==> src/rtl/uart_rx_byte.sv <==
// uart_rx_byte: 8N1 LSB-first serial receiver with centre sampling, a frame-error strobe and a break lock-out
// Ports: clk, rst (sync, active-high); rx (async serial line, idle high);
//        data_out (last good byte), valid / frame_err (one-cycle strobes), busy (not in IDLE)
module uart_rx_byte #(
   parameter int CLKS_PER_BIT = 868
) (
   input  logic       clk,
   input  logic       rst,
   input  logic       rx,
   output logic [7:0] data_out,
   output logic       valid,
   output logic       frame_err,
   output logic       busy
);
   localparam int CW = $clog2(CLKS_PER_BIT);
   localparam logic [CW-1:0] HALF = CW'(CLKS_PER_BIT / 2 - 1);
   localparam logic [CW-1:0] FULL = CW'(CLKS_PER_BIT - 1);
   typedef enum logic [2:0] {IDLE, START, DATA, STOP, BREAK} state_t;
   state_t        state_q, state_d;
   logic [CW-1:0] cnt_q, cnt_d;
   logic [2:0]    idx_q, idx_d;
   logic [7:0]    sh_q, sh_d, data_q, data_d;
   logic          valid_q, valid_d, ferr_q, ferr_d;
   logic          rx_meta_q, rx_s_q;
   always_ff @(posedge clk) begin
      if (rst) begin
         rx_meta_q <= 1'b1;
         rx_s_q    <= 1'b1;
         state_q   <= IDLE;
         cnt_q     <= '0;
         idx_q     <= '0;
         sh_q      <= '0;
         data_q    <= '0;
         valid_q   <= 1'b0;
         ferr_q    <= 1'b0;
      end else begin
         rx_meta_q <= rx;
         rx_s_q    <= rx_meta_q;
         state_q   <= state_d;
         cnt_q     <= cnt_d;
         idx_q     <= idx_d;
         sh_q      <= sh_d;
         data_q    <= data_d;
         valid_q   <= valid_d;
         ferr_q    <= ferr_d;
      end
   end
   always_comb begin
      state_d = state_q;
      cnt_d   = cnt_q + CW'(1);
      idx_d   = idx_q;
      sh_d    = sh_q;
      data_d  = data_q;
      valid_d = 1'b0;
      ferr_d  = 1'b0;
      case (state_q)
         IDLE: begin
            cnt_d   = '0;
            state_d = rx_s_q ? IDLE : START;
         end
         START: if (cnt_q == HALF) begin
            // start bit re-checked at its centre; a high line here was only a glitch
            cnt_d   = '0;
            idx_d   = '0;
            state_d = rx_s_q ? IDLE : DATA;
         end
         DATA: if (cnt_q == FULL) begin
            cnt_d   = '0;
            sh_d    = {rx_s_q, sh_q[7:1]};
            idx_d   = idx_q + 3'd1;
            state_d = (idx_q == 3'd7) ? STOP : DATA;
         end
         STOP: if (cnt_q == FULL) begin
            cnt_d   = '0;
            data_d  = rx_s_q ? sh_q : data_q;
            valid_d = rx_s_q;
            ferr_d  = !rx_s_q;
            state_d = rx_s_q ? IDLE : BREAK;
         end
         BREAK: begin
            // a line held low must return high before another start edge counts
            cnt_d   = '0;
            state_d = rx_s_q ? IDLE : BREAK;
         end
         default: begin
            cnt_d   = '0;
            state_d = IDLE;
         end
      endcase
   end
   assign data_out  = data_q;
   assign valid     = valid_q;
   assign frame_err = ferr_q;
   assign busy      = (state_q != IDLE);
endmodule

==> config.mk <==
export PLATFORM = sky130hd
export DESIGN_NAME = uart_rx_byte
export DESIGN_NICKNAME = d
export VERILOG_FILES = /design/src/rtl/uart_rx_byte.sv
export SDC_FILE = /design/constraint.sdc
export NUM_CORES = 1
export LEC_CHECK = 0
export ABC_AREA = 1
export BUFFER_PORTS_ARGS = -buffer_cell sky130_fd_sc_hd__buf_2
export CORE_ASPECT_RATIO = 0.5
export CORE_MARGIN = 2
export CORE_UTILIZATION = 30
export DETAILED_ROUTE_END_ITERATION = 7
export SLEW_MARGIN = 10
export SYNTH_ARGS = -nofsm -noshare
export SYNTH_HDL_FRONTEND = slang
export SYNTH_SLANG_ARGS = --single-unit
==> constraint.sdc <==
create_clock -name clk -period 1.3 [get_ports clk]
set_input_delay 0.065 -clock clk [delete_from_list [all_inputs] [get_ports clk]]
set_output_delay 0.065 -clock clk [all_outputs]
set_load 0.1 [all_outputs]
==> results.cfg <==
[critical_path]
cpPeakStageDelay_ps = 380
arrival_ps = 1540
r2r_slack_ps = -60
critPathLaunch = cnt_q[0]$_SDFF_PP0_
r2r_end = cnt_q[8]$_SDFF_PP0_
crit_required_ps = 1480
path_max_fanout = 6
critPathTopFamily = simple AND/OR/NAND/NOR gates
endpoint_kind = flip-flop
crit_buf_inv = 1
crit_chain = ha_4 -> nand2_4 -> nor2_4 -> nand2_2 -> nand2_1 -> nand2_4 -> nand2_4 -> buf_12 -> nor2_2
cp_slowest_cell = dfxtp_4
path_depth = 9
r2r_start = cnt_q[0]$_SDFF_PP0_
setup.worst_path.end = cnt_q[8]$_SDFF_PP0_
criticalPathCategory = flip-flop to flip-flop
crit_path_frequent_cell = nand2_4
rr_worst_depth = 9
start_kind = flip-flop

[grt]
grt_pass1_vias = 1270
grt_pass1_wl_mm = 5.485
grt_max_degree = 20
gr-total-overflow = 0
antenna_found_initial = 0
grtUsageTotal = 0.1160

[die]
chipHeight_um = 55.38
start_util = 0.3168
core_area_mm2 = 0.005000
die_w_um = 106.8
die_area_mm2 = 0.005912
row_count = 18
boundaryPins = 14

[synth]
ys.warnings.count = 0
ys_seq_area_frac = 0.4550
postSynthAreaPerCell_um2 = 7.507
yosysUniqueCellTypes = 27
synth_ff_type = dfxtp_1
synth_area_mm2 = 0.001584
ys_seq_elements = 36
async_flop_share = 0
synth_cells = 211
synth_edf_count = 0
synth_nets = 218

[status]
failed_checks = setup timing
outcome = finished, violations left

[pwr]
p_leak_uw = 0.0009367
cellPowerDensity_mw_per_mm2 = 896.2
design_power_total_uw = 1993
ir_drop_uv = 391.5

[sta]
maxSlewHeadroom = 0.6744
period_share = 1.050
finalHoldViolCount = 0
fin_ws_ps = -64.46
setup_violations = 15
fin_worst_skew_ps = 5.866
slew_viol_final = 0
worst_slew_pin_slew_ps = 491.8
fmax_mhz = 732.9
period_needed_ps = 1364
rsz0062_at_grt = true

[drt]
routed_wirelength_mm = 3.412
drtIter0Drc = 19
dr.pass1.iters = 4
ant_nets = 0
route.vias.total = 1405
post-route-drc-count = 0
drt-vias-per-instance = 4.336
routedWlPerCell_um = 10.53

[final_layout]
diodes = 0
utilization = 0.4447
finalNetCount = 260
syn_to_final_growth_pct = 40.36
drive_above_1_share = 0.3740

[cts]
clk_pin_slew_ps = 80
clockBufferDepth = 2
h-tree-depth = 2
cts_tree = done
numCtsBuffers = 5
root_buffer = clkbuf_8
cts_sinks = 36
clock_latency_ps = 290

[job]
maxCapViolations = 0

[placement]
numPortBuffers = 13
place_ws_ps = -39.76
gp_congestion = 0.7377
dpl.hpwl_mm = 2.233

[worst_hold_path]
min_path_cells = 2
worstHoldPathType = primary input to flip-flop
-- cell usage after synthesis, types with 2 or more instances --
library cell	instances	share of area
nand2_2	4	0.016
ha_1	4	0.032
or2_2	2	0.0079
nand4_1	3	0.012
inv_1	28	0.066
nor2_1	39	0.092
o21ai_0	11	0.035
nor3_2	2	0.013
nand2_1	38	0.090
a21oi_1	13	0.041
dfxtp_1	36	0.45
xor2_1	3	0.017
nand3_1	11	0.035
xnor2_1	2	0.011
nor2_4	2	0.014
buf_2	2	0.0063
-- sequential cells by signal (all words and copies together) (netlist names) --
| register | cells |
|---|---|
| cnt_q | 10 |
| data_out | 8 |
| frame_err | 1 |
| idx_q | 3 |
| rx_meta_q | 1 |
| rx_s_q | 1 |
| sh_q | 8 |
| state_q | 3 |
| valid | 1 |
-- power by group --
part | total, µW | internal (µW) | switching, µW
Clock | 785 | 373 | 412
Sequential | 1120 | 1110 | 8.72
Combinational | 91.9 | 37.2 | 54.7
Total | 1990 | 1520 | 476
-- worst register-to-register path, stage by stage (launching register included) --
cell     delay, ps
dfxtp_4        380
ha_4           150
nand2_4         50
nor2_4          90
nand2_2         90
nand2_1        160
nand2_4         90
nand2_4         90
buf_12         140
nor2_2          40
-- stage by stage --
stage / setup TNS [ps] / hold WS (ps) / instances / instance area [µm²]
floorplan: 0 / 137.4 / 211 / 1613
global placement: -310.2 / 253.1 / 313 / 1937
detailed placement: -364.8 / 253.7 / 313 / 1937
CTS: -60.57 / 24.16 / 322 / 2054
global route: -3100 / 30.40 / 324 / 2223
finish: -682.9 / 28.10 / 324 / 2223
-- layout by cell type, fill, tap and decap left out, drive strengths merged --
cell type | synthesis | layout
xnor2 | 2 | 2
nor2 | 41 | 41
ha | 4 | 4
o21bai | 1 | 1
nand4 | 3 | 3
or2 | 2 | 2
a21oi | 14 | 14
nand3 | 12 | 12
buf | 4 | 38
nor3 | 4 | 4
dlygate4sd3 | 0 | 1
o21ai | 11 | 11
xor2 | 3 | 3
clkinv | 0 | 3
clkbuf | 1 | 5
nor4 | 1 | 1
nand2 | 43 | 44
inv | 29 | 29
dfxtp | 36 | 36
-- area by class of cell --
cell class	instances	area [µm²]
clock buffers	5	68.82
clock inverters	3	18.77
fillers	518	2776
inverters	29	108.9
multi-input cells	142	894.6
flip-flops and latches	36	730.7
well taps	70	87.58
repair buffers	39	314.1
-- how the worst min path moves through the flow --
stage	start	endpoint	slack (ps)
2_1_floorplan	rst	valid$_SDFF_PP0_	140
3_3_place_gp	rx	rx_meta_q$_SDFF_PP1_	250
3_5_place_dp	rx	rx_meta_q$_SDFF_PP1_	250
4_1_cts	rst	state_q[2]$_SDFFE_PP0P_	20
5_1_grt	rst	state_q[2]$_SDFFE_PP0P_	30
6_report	rst	state_q[2]$_SDFFE_PP0P_	30
-- routing by layer --
| layer | vias to the layer above | routed length [µm] | global-route usage |
|---|---|---|---|
| met5 | - | 0 | 0 |
| met4 | 0 | 56 | 0.06122 |
| met3 | 5 | 126 | 0.03424 |
| met2 | 14 | 1593 | 0.1765 |
| met1 | 643 | 1635 | 0.1487 |
| li1 | 743 | - | - |
-- logic make-up after synthesis --
| kind of cell | Yosys count | synth area share |
|---|---|---|
| AO/OA/AOI/OAI | 26 | 0.08610 |
| XOR/XNOR | 5 | 0.02765 |
| adder cells (fa/ha/maj) | 4 | 0.03160 |
| buffers and inverters | 34 | 0.08925 |
| flip-flops | 36 | 0.4550 |
| AND/OR/NAND/NOR | 106 | 0.3104 |
-- what timing repair did --
action	CTS	global route
setup buffers	0	1
endpoints found under the hold margin	1	0
endpoints found under the setup margin	22	35
pin swaps	3	14
cloned	0	1
hold buffers	1	0
resized for setup	6	46
Note: power is estimated with default switching activity, not from simulation.
